===== config.mk =====
export PLATFORM = sky130hd
export DESIGN_NAME = btn_sw_conditioner_flat
export DESIGN_NICKNAME = d
export VERILOG_FILES = /design/src/rtl/btn_sw_conditioner_pkg.sv /design/src/rtl/btn_sw_conditioner_if.sv /design/src/rtl/btn_sw_conditioner_debounce_cell.sv /design/src/rtl/btn_sw_conditioner.sv /design/src/flat_wrapper.sv
export SDC_FILE = /design/constraint.sdc
export NUM_CORES = 1
export LEC_CHECK = 0
export CELL_PAD_IN_SITES_DETAIL_PLACEMENT = 2
export CELL_PAD_IN_SITES_GLOBAL_PLACEMENT = 2
export CORE_ASPECT_RATIO = 1.25
export CORE_MARGIN = 5
export CORE_UTILIZATION = 42
export DETAILED_ROUTE_END_ITERATION = 10
export PLACE_DENSITY_LB_ADDON = 0.1
export SLEW_MARGIN = 20
export SYNTH_ARGS = -nofsm -noshare
export SYNTH_HDL_FRONTEND = slang
export SYNTH_SLANG_ARGS = --single-unit

===== constraint.sdc =====
create_clock -name clk -period 6.5 [get_ports clk]
set_clock_uncertainty 0.2 [all_clocks]
set_input_delay 1.95 -clock clk [delete_from_list [all_inputs] [get_ports clk]]
set_output_delay 1.95 -clock clk [all_outputs]
set_load 0.03 [all_outputs]

===== src/rtl/btn_sw_conditioner_pkg.sv =====
// Shared constants and helpers for the button/switch input conditioner.
package btn_sw_conditioner_pkg;

  localparam int unsigned NUM_BTNS  = 5;
  localparam int unsigned NUM_CARDS = 9;
  localparam int unsigned SW_W      = 16;

  localparam int unsigned BTN_CENTER = 0;
  localparam int unsigned BTN_TOP    = 1;
  localparam int unsigned BTN_BOTTOM = 2;
  localparam int unsigned BTN_LEFT   = 3;
  localparam int unsigned BTN_RIGHT  = 4;

  localparam logic [1:0] ST_IDLE     = 2'd0;
  localparam logic [1:0] ST_HOLD     = 2'd1;
  localparam logic [1:0] ST_WAIT_REL = 2'd2;

  function automatic logic is_onehot(input logic [NUM_CARDS-1:0] v);
    return (v != '0) && ((v & (v - NUM_CARDS'(1))) == '0);
  endfunction

  function automatic logic [3:0] onehot_index(input logic [NUM_CARDS-1:0] v);
    logic [3:0] idx;
    idx = '0;
    for (int unsigned i = 0; i < NUM_CARDS; i++) begin
      if (v[i]) idx = 4'(i);
    end
    return idx;
  endfunction

endpackage


===== src/rtl/btn_sw_conditioner_if.sv =====
// Board-side inputs and FSM-side card handshake of the input conditioner.
interface btn_sw_conditioner_if;
  import btn_sw_conditioner_pkg::*;

  logic [NUM_BTNS-1:0]  btn_raw;
  logic [SW_W-1:0]      sw_raw;
  logic [NUM_CARDS-1:0] hand_mask;
  logic [NUM_BTNS-1:0]  btn_pulse;
  logic                 card_valid;
  logic [NUM_CARDS-1:0] card_onehot;
  logic [3:0]           card_num;
  logic                 card_ack;
  logic                 sel_error;

  modport master (
    output btn_raw, sw_raw, hand_mask, card_ack,
    input  btn_pulse, card_valid, card_onehot, card_num, sel_error
  );

  modport slave (
    input  btn_raw, sw_raw, hand_mask, card_ack,
    output btn_pulse, card_valid, card_onehot, card_num, sel_error
  );

endinterface


===== src/rtl/btn_sw_conditioner_debounce_cell.sv =====
// Two-flop synchroniser plus run-length debouncer for a WIDTH-bit group
// sharing one counter; the stable value changes after DEBOUNCE_CYCLES equal samples.
module debounce_cell #(
  parameter int unsigned WIDTH           = 1,
  parameter int unsigned DEBOUNCE_CYCLES = 1000000,
  parameter int unsigned CNT_W           = 20
) (
  input  logic             clk,
  input  logic             reset_n,
  input  logic [WIDTH-1:0] raw_i,
  output logic [WIDTH-1:0] stable_o
);

  logic [WIDTH-1:0] sync1_q, sync1_d;
  logic [WIDTH-1:0] sync2_q, sync2_d;
  logic [WIDTH-1:0] last_q, last_d;
  logic [WIDTH-1:0] stable_q, stable_d;
  logic [CNT_W-1:0] cnt_q, cnt_d;
  logic [CNT_W-1:0] run_len;

  always_comb begin
    sync1_d  = raw_i;
    sync2_d  = sync1_q;
    last_d   = sync2_q;
    stable_d = stable_q;
    cnt_d    = '0;
    // A change of the synced vector mid-run restarts the count; for a single
    // bit this can only happen by returning to the stable level.
    if (cnt_q != '0 && sync2_q != last_q) run_len = CNT_W'(1);
    else                                  run_len = cnt_q + CNT_W'(1);
    if (sync2_q != stable_q) begin
      if (run_len == CNT_W'(DEBOUNCE_CYCLES)) stable_d = sync2_q;
      else                                    cnt_d    = run_len;
    end
  end

  always_ff @(posedge clk or negedge reset_n) begin
    if (!reset_n) begin
      sync1_q  <= '0;
      sync2_q  <= '0;
      last_q   <= '0;
      stable_q <= '0;
      cnt_q    <= '0;
    end else begin
      sync1_q  <= sync1_d;
      sync2_q  <= sync2_d;
      last_q   <= last_d;
      stable_q <= stable_d;
      cnt_q    <= cnt_d;
    end
  end

  assign stable_o = stable_q;

endmodule


===== src/rtl/btn_sw_conditioner.sv =====
// Input front end: debounced button press pulses and validated card selection
// presented to the game FSM with a valid/ack handshake.
module btn_sw_conditioner
  import btn_sw_conditioner_pkg::*;
#(
  parameter int unsigned DEBOUNCE_CYCLES = 1000000,
  parameter int unsigned CNT_W           = 20
) (
  input logic                 clk,
  input logic                 reset_n,
  btn_sw_conditioner_if.slave bus
);

  logic [NUM_BTNS-1:0]  btn_stable;
  logic [NUM_CARDS-1:0] sw_stable;
  logic                 sw_hi_unused;

  assign sw_hi_unused = ^bus.sw_raw[SW_W-1:NUM_CARDS];

  for (genvar i = 0; i < NUM_BTNS; i++) begin : g_btn
    debounce_cell #(
      .WIDTH          (1),
      .DEBOUNCE_CYCLES(DEBOUNCE_CYCLES),
      .CNT_W          (CNT_W)
    ) u_btn_db (
      .clk     (clk),
      .reset_n (reset_n),
      .raw_i   (bus.btn_raw[i]),
      .stable_o(btn_stable[i])
    );
  end

  debounce_cell #(
    .WIDTH          (NUM_CARDS),
    .DEBOUNCE_CYCLES(DEBOUNCE_CYCLES),
    .CNT_W          (CNT_W)
  ) u_sw_db (
    .clk     (clk),
    .reset_n (reset_n),
    .raw_i   (bus.sw_raw[NUM_CARDS-1:0]),
    .stable_o(sw_stable)
  );

  logic [NUM_BTNS-1:0]  btn_prev_q, btn_prev_d;
  logic [NUM_BTNS-1:0]  btn_pulse_q, btn_pulse_d;
  logic [1:0]           state_q, state_d;
  logic                 card_valid_q, card_valid_d;
  logic [NUM_CARDS-1:0] card_onehot_q, card_onehot_d;
  logic [3:0]           card_num_q, card_num_d;
  logic                 sel_error_q, sel_error_d;
  logic                 confirm;

  assign confirm = btn_pulse_q[BTN_TOP];

  always_comb begin
    btn_prev_d    = btn_stable;
    btn_pulse_d   = btn_stable & ~btn_prev_q;
    state_d       = state_q;
    card_valid_d  = card_valid_q;
    card_onehot_d = card_onehot_q;
    card_num_d    = card_num_q;
    sel_error_d   = 1'b0;
    case (state_q)
      ST_IDLE: begin
        if (confirm) begin
          if (is_onehot(sw_stable) && ((sw_stable & bus.hand_mask) != '0)) begin
            card_valid_d  = 1'b1;
            card_onehot_d = sw_stable;
            card_num_d    = onehot_index(sw_stable);
            state_d       = ST_HOLD;
          end else begin
            sel_error_d = 1'b1;
          end
        end
      end
      ST_HOLD: begin
        if (bus.card_ack) begin
          card_valid_d  = 1'b0;
          card_onehot_d = '0;
          card_num_d    = '0;
          state_d       = ST_WAIT_REL;
        end
      end
      ST_WAIT_REL: begin
        // Switch must return to all-down before a new selection is accepted.
        if (sw_stable == '0) state_d = ST_IDLE;
      end
      default: state_d = ST_IDLE;
    endcase
  end

  always_ff @(posedge clk or negedge reset_n) begin
    if (!reset_n) begin
      btn_prev_q    <= '0;
      btn_pulse_q   <= '0;
      state_q       <= ST_IDLE;
      card_valid_q  <= 1'b0;
      card_onehot_q <= '0;
      card_num_q    <= '0;
      sel_error_q   <= 1'b0;
    end else begin
      btn_prev_q    <= btn_prev_d;
      btn_pulse_q   <= btn_pulse_d;
      state_q       <= state_d;
      card_valid_q  <= card_valid_d;
      card_onehot_q <= card_onehot_d;
      card_num_q    <= card_num_d;
      sel_error_q   <= sel_error_d;
    end
  end

  assign bus.btn_pulse   = btn_pulse_q;
  assign bus.card_valid  = card_valid_q;
  assign bus.card_onehot = card_onehot_q;
  assign bus.card_num    = card_num_q;
  assign bus.sel_error   = sel_error_q;

endmodule

===== src/flat_wrapper.sv =====
// flat-port wrapper written by rule: the top's interface ports become plain ports
module btn_sw_conditioner_flat import btn_sw_conditioner_pkg::*;
#(
  parameter int unsigned DEBOUNCE_CYCLES = 1000000,
  parameter int unsigned CNT_W           = 20
)
  (clk, reset_n, bus_btn_raw, bus_sw_raw, bus_hand_mask, bus_card_ack, bus_btn_pulse, bus_card_valid, bus_card_onehot, bus_card_num, bus_sel_error);
  btn_sw_conditioner_if bus_i ();
  input logic clk;
  input logic reset_n;
  input wire logic [$bits(bus_i.btn_raw)-1:0] bus_btn_raw;
  input wire logic [$bits(bus_i.sw_raw)-1:0] bus_sw_raw;
  input wire logic [$bits(bus_i.hand_mask)-1:0] bus_hand_mask;
  input wire logic [$bits(bus_i.card_ack)-1:0] bus_card_ack;
  output wire logic [$bits(bus_i.btn_pulse)-1:0] bus_btn_pulse;
  output wire logic [$bits(bus_i.card_valid)-1:0] bus_card_valid;
  output wire logic [$bits(bus_i.card_onehot)-1:0] bus_card_onehot;
  output wire logic [$bits(bus_i.card_num)-1:0] bus_card_num;
  output wire logic [$bits(bus_i.sel_error)-1:0] bus_sel_error;
  assign bus_i.btn_raw = bus_btn_raw;
  assign bus_i.sw_raw = bus_sw_raw;
  assign bus_i.hand_mask = bus_hand_mask;
  assign bus_i.card_ack = bus_card_ack;
  assign bus_btn_pulse = bus_i.btn_pulse;
  assign bus_card_valid = bus_i.card_valid;
  assign bus_card_onehot = bus_i.card_onehot;
  assign bus_card_num = bus_i.card_num;
  assign bus_sel_error = bus_i.sel_error;
  btn_sw_conditioner #(.DEBOUNCE_CYCLES(DEBOUNCE_CYCLES), .CNT_W(CNT_W)) u_core (.clk(clk), .reset_n(reset_n), .bus(bus_i));
endmodule

Yosys cells after proc, flatten, opt, wreduce, memory -nomap -nowiden --
Cells that the tools add are included. W data, S select, Z words.
Cells by class: add/sub/neg operators 7, eq/ne operators 24, muxes and demuxes 46, bitwise gates (word level) 4, reductions and logical operators 28
Operators by type and width (number):
- $mux W20 | 18
- $add A20 B1 Y20 const B | 6
- $eq A20 B20 Y1 const B | 6
- $reduce_bool A20 Y1 | 6
- $mux W9 | 3
- $and A9 B9 Y9 | 2
- $logic_not A9 Y1 | 2
- $ne A9 B9 Y1 | 2
- $pmux W9 S2 | 1
- $reduce_bool A9 Y1 | 2
- $mux W4 | 4
- $mux W2 | 6
- $mux W3 | 4
- $reduce_and A2 Y1 | 6
- $ne A1 B1 Y1 | 10
- $sub A9 B1 Y9 const B | 1
- $logic_and A1 B1 Y1 | 8
- $pmux W4 S2 | 1
- $reduce_and A4 Y1 | 2
- $mux W1 | 7
- $ne A2 B1 Y1 const B | 3
- $pmux W2 S3 | 1
- $and A5 B5 Y5 | 1
- $not A5 Y5 | 1
- 6 further kinds | 6
Word-level totals: bits in registers 203, input port bits 33, output and inout bits 20, word-level logic and storage cells 146

Depth between registers and ports, before layout --
Gate-level depths: netlist of the first run.
depth after elaboration 11, mapped depth 11

Hierarchy --
From an unflattened synthesis of the first run, not the netlist that was laid out.
Second synthesis, totals: cell total of the unflattened synthesis 1187, area total of the unflattened synthesis 11715.0 sq um
Modules (own cells, without submodules):
- debounce_cell (u_core.g_btn[0].u_btn_db ...) | instances 5, cells an instance 172, area each 1574.0 sq um
- debounce_cell (u_core.u_sw_db) | instances 1, cells an instance 229, area each 2695.1 sq um
- btn_sw_conditioner | instances 1, cells an instance 98, area each 1149.9 sq um

Worst setup path after synthesis of the first run --
OpenSTA, ideal clock, no wires.
path type input-to-reg, start in bus_hand_mask[1], end reg u_core.card_num_q[0], in the netlist u_core.bus.card_num[0], library setup time 0.079 ns, arrival 3.168 ns, data required time 6.221 ns, path slack 3.052 ns, stages on the path 7, cells stage by stage a222oi_1 -> nand3_1 -> a221oi_1 -> nor3b_2 -> nand3_2 -> buf_6 -> mux2i_1
On the way: cells in the longest elaborated chain, start to end 5
RTL lines:
- start, declared | RTL line flat_wrapper.sv:13 | input wire logic [$bits(bus_i.hand_mask)-1:0] bus_hand_mask;
- $and A9 B9 Y9 | RTL line btn_sw_conditioner.sv:66 | if (is_onehot(sw_stable) && ((sw_stable & bus.hand_mask) != '0)) begin
- $reduce_bool A9 Y1 | RTL line btn_sw_conditioner.sv:66
- $logic_and A1 B1 Y1 | RTL line btn_sw_conditioner.sv:66
- $ne A2 B1 Y1 (no source line)
- $reduce_and A4 Y1 (no source line)
- end signal, assigned | RTL line btn_sw_conditioner.sv:107 | card_num_q <= card_num_d;
- end, declared | RTL line btn_sw_conditioner.sv:49 | logic [3:0] card_num_q, card_num_d;
No other way between the ends. A chain may end at the register's enable or synchronous reset.

Worst setup path after layout of the first run --
start reg u_core.g_btn[4].u_btn_db.cnt_q[5], end reg u_core.g_btn[4].u_btn_db.stable_q
On the way: cells in the longest elaborated chain, start to end 5, elaborated cells between the ends (all ways) 6, those cells by class 1 x add/sub; 1 x eq/ne; 1 x mux; 3 x reduce/logical
RTL lines:
- start, declared | RTL line btn_sw_conditioner_debounce_cell.sv:18 | logic [CNT_W-1:0] cnt_q, cnt_d;
- start signal, assigned | RTL line btn_sw_conditioner_debounce_cell.sv:49 | cnt_q <= cnt_d;
- parallel branches: the longest is 2 deep, another holds $add A20 B1 Y20
- $mux W20 * | RTL line btn_sw_conditioner_debounce_cell.sv:29 | if (cnt_q != '0 && sync2_q != last_q) run_len = CNT_W'(1);
- $eq A20 B20 Y1 * | RTL line btn_sw_conditioner_debounce_cell.sv:32 | if (run_len == CNT_W'(DEBOUNCE_CYCLES)) stable_d = sync2_q;
- $reduce_and A2 Y1 (no source line) *
- end signal, assigned | RTL line btn_sw_conditioner_debounce_cell.sv:48 | stable_q <= stable_d;
- end, declared | RTL line btn_sw_conditioner_debounce_cell.sv:17 | logic [WIDTH-1:0] stable_q, stable_d;
Every way passes the cells marked *.

==> flow_summary.yaml, run 1 <==
power_and_ir_drop:
  power.switching_uw: 691
  internal_power_uw: 2190
  p_leak_uw: 0.00508
  irDropWorstVdd_uv: 173
  seqPwrFrac_pct: 45.7
  p_sw_share_pct: 24.0
  combPwrFrac_pct: 6.3
  clkPwrFrac_pct: 48.0
  p_per_area_mw_per_mm2: 239
hold_path:
  min-delay-start: "u_core.g_btn[3].u_btn_db.sync1_q$_DFF_PN0_"
  worst_hold_path_type: "register to register"
clock_network:
  clkTransAtPathRegs_ns: 0.06
  cts-root-buf: "clkbuf_16"
  cts_tree: "built"
  clk_latency_ns: 0.52
  post_cts_resize_count: 0
  cts_hold_buf: 0
  clk_path_buf_depth: 3
  cts_setup_buffers: 0
  cts_made_buffers: 23
  cts_sinks: 202
  htreeDepth: 1
finish:
  layout_commonest_cell: "dfrtp_1"
  antenna_cells: 0
  drive_above_1_share_pct: 6.98
  final_area_sq_mm: 0.0121
  multi_input_area_sq_mm: 0.00516
  mostFrequentLayoutCells: "dfrtp_1, nor2_1, nand2_1, xor2_1, nand3_1"
  fin_util_pct: 48.0
  fin_nets: 1160
  fill_cells: 2642
  areaGrowthSynthToFinish_pct: 13.2
  seq_area_sq_mm: 0.00505
setup_path:
  cp_num_buf_inv: 1
  cp_top_family: "simple AND/OR/NAND/NOR gates"
  slowest_delay_ns: 0.68
  crit_path_start_kind: "register"
  worst-setup-path-type: "register to register"
  cp_slowest_cell: "nor4b_4"
  path_max_fanout: 11
  cp_common_cell: "nand4_1"
  cp-end-kind: "register"
  crit_start: "u_core.g_btn[4].u_btn_db.cnt_q[5]$_DFF_PN0_"
  cp_cell_sequence: "nand4_1 > nor4_1 > nand4_1 > xor2_1 > or4b_4 > nor4b_4 > buf_4 > mux2_1"
  rr_startpoint: "u_core.g_btn[4].u_btn_db.cnt_q[5]$_DFF_PN0_"
  critPathArrivalTime_ns: 4.26
  cp_data_required_time_ns: 6.70
grt:
  grt_overflow: 0
  grt_max_degree: 125
  grt_usage_pct: 20.4
  antenna_found_initial: 0
  grt_first_pass_wirelength_mm: 49.4
  grt_pass1_vias: 9185
sta:
  fmaxAchievable_mhz: 246
  fin_crit_ns: 4.06
  holdWs_ns: 0.153
  rsz0062_at_grt: "false"
  tightest_slew_ns: 0.971
  setup_ws_ns: 2.44
  finalHoldViolations: 0
  setup-tns-final_ns: 0
  final_max_slew_viol_count: 0
  period_share_pct: 62.5
  setup_violations: 0
  relSlewSlack_pct: 35.2
route:
  wl_mm: 29.3
  drtIter0Drc: 253
  dr.pass1.iters: 4
  via_per_inst: 5.66
  wl_per_cell_um: 20.0
  vias: 8303
  drc: 0
  drtAntennaViolNets: 0
synthesis:
  muxShareOfSynthArea_pct: 3.30
  synthArstFlopShare_pct: 100
  avgSynthCellArea_sq_um: 9.64
  synth-compound-area-share_pct: 7.07
  postSynthCellCount: 1105
  synthAdderAreaFrac_pct: 1.51
  yosys_warnings: 0
  synth_edf_count: 0
  synth_top_family_by_area: "simple AND/OR/NAND/NOR gates"
  synthFlopType: "dfrtp_1"
  synthSimpleGateAreaFrac_pct: 25.5
  yosysSeqAreaShare_pct: 47.4
  synth_cell_types: 78
  synth_area_sq_mm: 0.0107
  synthesis.nets: 1150
  synth_xor_area_share_pct: 11.1
  yosys_register_bits: 202
place:
  dpl.hpwl_mm: 19.7
  portBuffers: 45
  pre_cts_ws_ns: 2.29
  gp_congestion: 0.818
  dpl_cell_area_sq_mm: 0.0113
floorplanning:
  io_pins: 53
  dieArea_sq_mm: 0.0287
  die_width_um: 152
  rows: 65
  core_area_sq_mm: 0.0251
  initial_utilization_pct: 42.4
  die_h_um: 188
flow_run:
  drv_cap: 0
outcome:
  status: "complete, no violations"
## Yosys cell counts (4+ instances only)
library cell | instances | area share [%]
inv_1 | 35 | 1.2
nor3b_1 | 8 | 0.56
nor3_1 | 43 | 2.0
o211ai_1 | 5 | 0.35
o21ai_0 | 24 | 1.1
nor2_1 | 132 | 4.6
ha_1 | 12 | 1.4
a21boi_0 | 4 | 0.28
a22oi_1 | 4 | 0.28
nor4b_1 | 7 | 0.58
or4_1 | 4 | 0.28
nand2b_1 | 5 | 0.29
a31oi_1 | 9 | 0.53
mux2i_1 | 16 | 1.5
dfrtp_1 | 202 | 47
and3_1 | 25 | 1.5
and4_1 | 15 | 1.2
buf_4 | 4 | 0.28
nand3_1 | 59 | 2.8
xor2_1 | 81 | 6.7
nand2_1 | 82 | 2.9
mux2_2 | 16 | 1.7
or3_1 | 10 | 0.59
nor4_1 | 34 | 2.0
nand4_1 | 47 | 2.8
nor2b_1 | 17 | 1.0
and2_1 | 9 | 0.53
buf_2 | 24 | 1.1
xnor2_1 | 54 | 4.4
clkbuf_1 | 29 | 1.0
a21oi_1 | 18 | 0.85
## power by group through the flow
stage	Clock [uW]	Combinational (uW)	Sequential (uW)
2_1_floorplan	0	110	1330
3_3_place_gp	0	179	1340
3_5_place_dp	0	185	1340
4_1_cts	1430	188	1320
5_1_grt	1480	208	1320
6_report	1380	182	1320
## sequential cells by signal, indices dropped and copies added, names as in the netlist, 9 cells and up
signal	cells
u_core.u_sw_db.sync1_q	9
u_core.u_sw_db.stable_o	9
u_core.g_btn.u_btn_db.cnt_q	100
u_core.u_sw_db.last_q	9
u_core.bus.card_onehot	9
u_core.u_sw_db.cnt_q	20
u_core.u_sw_db.last_d	9
## layout make-up
type                            instances  area share, %
Timing Repair Buffer                   48           4.07
Inverter                               35           1.09
Multi-Input combinational cell        805           42.8
Sequential cell                       202           41.9
Clock inverter                         13           1.40
Clock buffer                           29           5.21
Tap cell                              335           3.48
## logic make-up after synthesis
logic type,Yosys count
compound gates,108
xor+xnor,135
fa+ha+maj,13
buf+inv,98
flops,202
mux,33
simple gates,516
## path summary, 6_finish.rpt
| check | to | slack (ns) | depth (start not counted) |
|---|---|---|---|
| max in group asynchronous | u_core.g_btn[3].u_btn_db.cnt_q[3]$_DFF_PN0_ | 3.73 | 2 |
| min in group asynchronous | u_core.u_sw_db.cnt_q[4]$_DFF_PN0_ | 1.31 | 1 |
| hold reg to reg | u_core.g_btn[3].u_btn_db.last_d$_DFF_PN0_ | 0.15 | 0 |
| hold / removal | u_core.g_btn[3].u_btn_db.last_d$_DFF_PN0_ | 0.15 | 0 |
| setup reg to reg | u_core.g_btn[4].u_btn_db.stable_o$_DFFE_PN0P_ | 2.44 | 8 |
| setup / recovery | u_core.g_btn[4].u_btn_db.stable_o$_DFFE_PN0P_ | 2.44 | 8 |
## metal layers
layer / vias up / part of all wire, % / global-route usage (%)
met5: - / 0 / 0
met4: 0 / 1.7 / 4.46
met3: 34 / 2.6 / 2.47
met2: 99 / 52 / 37.8
met1: 4264 / 43 / 25.4
li1: 3906 / - / -
## metrics by stage
step | power [uW] | instances
global placement | 1520 | 1425
detailed placement | 1520 | 1425
floorplan | 1440 | 1105
global route | 3010 | 1467
finish | 2880 | 1467
CTS | 2940 | 1467
Power figures use the tool's default switching activity.
==> inputs of run 2 (changes only) <==
--- a/config.mk
+++ b/config.mk
@@ -9,7 +9,7 @@
 export CELL_PAD_IN_SITES_GLOBAL_PLACEMENT = 2
 export CORE_ASPECT_RATIO = 1.25
 export CORE_MARGIN = 5
-export CORE_UTILIZATION = 42
+export CORE_UTILIZATION = 35
 export DETAILED_ROUTE_END_ITERATION = 10
 export PLACE_DENSITY_LB_ADDON = 0.1
 export SLEW_MARGIN = 20
==> constraint.sdc (replaced) <==
create_clock -name clk -period 3.3 [get_ports clk]
set_clock_uncertainty 0.2 [all_clocks]
set_input_delay 0.99 -clock clk [delete_from_list [all_inputs] [get_ports clk]]
set_output_delay 0.99 -clock clk [all_outputs]
set_load 0.03 [all_outputs]
==> run 2 against run 1 <==
Against the previous run: non-clock buffer count is 46 higher; worst hold slack worse by 0.0056 ns; clock power rose by 120%; count of clock-buffer cells in the layout rose by 1; total power up 110%; largest power group unchanged; first-iteration DRC count increased by 5.5%; highest routed layer unchanged.
==> flow_summary.yaml, run 2 (synthesis results as in run 1) <==
finish:
  largest_reg_flops: 100
  reg_top3: "u_core.g_btn.u_btn_db.cnt_q x100, u_core.u_sw_db.cnt_q x20"
  fin_nets: 1207
  fin_util_pct: 42.0
  layout_commonest_cell: "dfrtp_1"
  fin_cells: 1580
  drive_above_1_share_pct: 10.8
  final_area_sq_mm: 0.0127
  antenna_cells: 0
  mostFrequentLayoutCells: "dfrtp_1, nor2_1, nand2_1, xor2_1, nand3_1"
  regMostFlops: "u_core.g_btn.u_btn_db.cnt_q"
  areaGrowthSynthToFinish_pct: 18.7
route:
  dr.pass1.iters: 4
  via_per_inst: 5.25
  drc: 0
  wl_per_cell_um: 18.2
  vias: 8291
  wl_mm: 28.7
  drtIter0Drc: 267
  drtAntennaViolNets: 0
setup_path:
  path_max_fanout: 6
  reg2regPathDepth: 8
  reg2reg_slack_ns: 0.20
  critPathArrivalTime_ns: 3.31
  crit_path_end: "u_core.g_btn[4].u_btn_db.stable_o$_DFFE_PN0P_"
  cp_data_required_time_ns: 3.51
  cp-end-kind: "register"
  worst-setup-path-type: "register to register"
  crit_path_start_kind: "register"
  crit_start: "u_core.g_btn[4].u_btn_db.cnt_q[0]$_DFF_PN0_"
  rr_endpoint: "u_core.g_btn[4].u_btn_db.stable_o$_DFFE_PN0P_"
  rr_startpoint: "u_core.g_btn[4].u_btn_db.cnt_q[0]$_DFF_PN0_"
grt:
  grt_usage_pct: 16.9
  antenna_found_initial: 0
  grt_max_degree: 48
  grt_pass1_vias: 9206
  grt_first_pass_wirelength_mm: 48.4
  grt_overflow: 0
clock_network:
  cts_tree: "built"
  clk_latency_ns: 0.53
  clk_path_buf_depth: 3
  cts_sinks: 202
  htreeDepth: 1
  cts_setup_buffers: 0
  cts_made_buffers: 24
  clkTransAtPathRegs_ns: 0.06
  cts-root-buf: "clkbuf_16"
sta:
  setup-tns-final_ns: 0
  final_max_slew_viol_count: 0
  period_share_pct: 93.9
  holdWs_ns: 0.147
  setup_violations: 0
  fmaxAchievable_mhz: 323
  tightest_slew_ns: 0.724
  finalHoldViolations: 0
  fin_crit_ns: 3.10
  relSlewSlack_pct: 51.6
power_and_ir_drop:
  power.switching_uw: 1380
  p_sw_share_pct: 23.1
  irDropWorstVdd_uv: 407
  combPwrFrac_pct: 6.6
  p_per_area_mw_per_mm2: 474
  internal_power_uw: 4620
  p_leak_uw: 0.00539
  clkPwrFrac_pct: 50.2
  seqPwrFrac_pct: 43.2
place:
  dpl_cell_area_sq_mm: 0.0117
  gp_congestion: 0.779
  portBuffers: 45
  dp_cells: 1537
  dpl.hpwl_mm: 20.5
floorplanning:
  core_area_sq_mm: 0.0301
  io_pins: 53
  die_h_um: 205
  dieArea_sq_mm: 0.0341
  die_width_um: 166
  initial_utilization_pct: 35.4
  rows: 71
flow_run:
  drv_cap: 0
outcome:
  status: "complete, no violations"
hold_path:
  worst_hold_path_type: "primary input to asynchronous set/reset pin"
==> run 2: cell types whose count changed in the layout (fill, tap and decap cells not counted), moves of 3 or more <==
| cell | previous run | this run |
|---|---|---|
| buf_4 | 2 | 44 |
| bufinv_16 | 4 | 7 |
| buf_12 | 1 | 5 |
| clkinv_2 | 8 | 4 |
==> run 2: area by class of cell <==
| cell class | count | area (sq um) |
|---|---|---|
| Fill cell | 3189 | 17500 |
| Multi-Input combinational cell | 805 | 5180 |
| Sequential cell | 202 | 5050 |
| Timing Repair Buffer | 94 | 886 |
| Clock buffer | 30 | 643 |
| Tap cell | 401 | 502 |
| Clock inverter | 13 | 254 |
| Inverter | 35 | 131 |
==> run 2: worst min-delay path by stage <==
stage | start | endpoint | slack (ns)
6_report | reset_n | u_core.g_btn[2].u_btn_db.cnt_q[3]$_DFF_PN0_ | 0.15
5_1_grt | reset_n | u_core.g_btn[2].u_btn_db.cnt_q[3]$_DFF_PN0_ | 0.15
4_1_cts | reset_n | u_core.g_btn[2].u_btn_db.cnt_q[3]$_DFF_PN0_ | 0.14
3_5_place_dp | u_core.u_sw_db.sync1_q[7]$_DFF_PN0_ | u_core.u_sw_db.last_d[7]$_DFF_PN0_ | 0.14
3_3_place_gp | u_core.g_btn[3].u_btn_db.sync1_q$_DFF_PN0_ | u_core.g_btn[3].u_btn_db.last_d$_DFF_PN0_ | 0.13
2_1_floorplan | u_core.g_btn[0].u_btn_db.sync1_q$_DFF_PN0_ | u_core.g_btn[0].u_btn_db.last_d$_DFF_PN0_ | 0.13
==> run 2: layer usage <==
layer | up-vias | global-route usage [%] | wire length, um
met3 | 28 | 2.12 | 649
met2 | 62 | 31.4 | 15100
met5 | - | 0 | 0
met1 | 4209 | 21.0 | 12500
met4 | 0 | 3.98 | 451
li1 | 3992 | - | -
==> run 2: per-stage QoR <==
step	setup slack (ns)	total power (uW)
3_5_place_dp	0.189	3040
6_report	0.202	6000
5_1_grt	-0.0164	6300
2_1_floorplan	0.275	2830
4_1_cts	0.151	6130
3_3_place_gp	0.238	3030
==> run 2: what timing repair did <==
item                       CTS  global route
setup endpoints to repair    0            12
gates resized for setup      0             3
hold buffers                 0             0
==> run 2: power by group through the flow <==
stage          Sequential [uW]  Clock [uW]  Combinational, uW
4_1_cts                   2590        3130                410
5_1_grt                   2600        3250                449
6_report                  2590        3010                394
3_3_place_gp              2630           0                400
2_1_floorplan             2610           0                217
3_5_place_dp              2640           0                406
==> run 2: worst max-delay path: stages, from the launching register on <==
cell     delay [ns]
dfrtp_1        0.45
ha_1           0.29
and4_1         0.24
and3_1         0.21
nor3_1         0.17
a31oi_1        0.09
or4b_4         0.57
nor4b_4        0.38
mux2_1         0.37
==> inputs of run 3 (changes only) <==
--- a/config.mk
+++ b/config.mk
@@ -12,6 +12,7 @@
 export CORE_UTILIZATION = 35
 export DETAILED_ROUTE_END_ITERATION = 10
 export PLACE_DENSITY_LB_ADDON = 0.1
+export SKIP_LAST_GASP = 1
 export SLEW_MARGIN = 20
 export SYNTH_ARGS = -nofsm -noshare
 export SYNTH_HDL_FRONTEND = slang
==> results of run 3 <==
The final DEF is identical to that of run 2; final timing and power are the same.
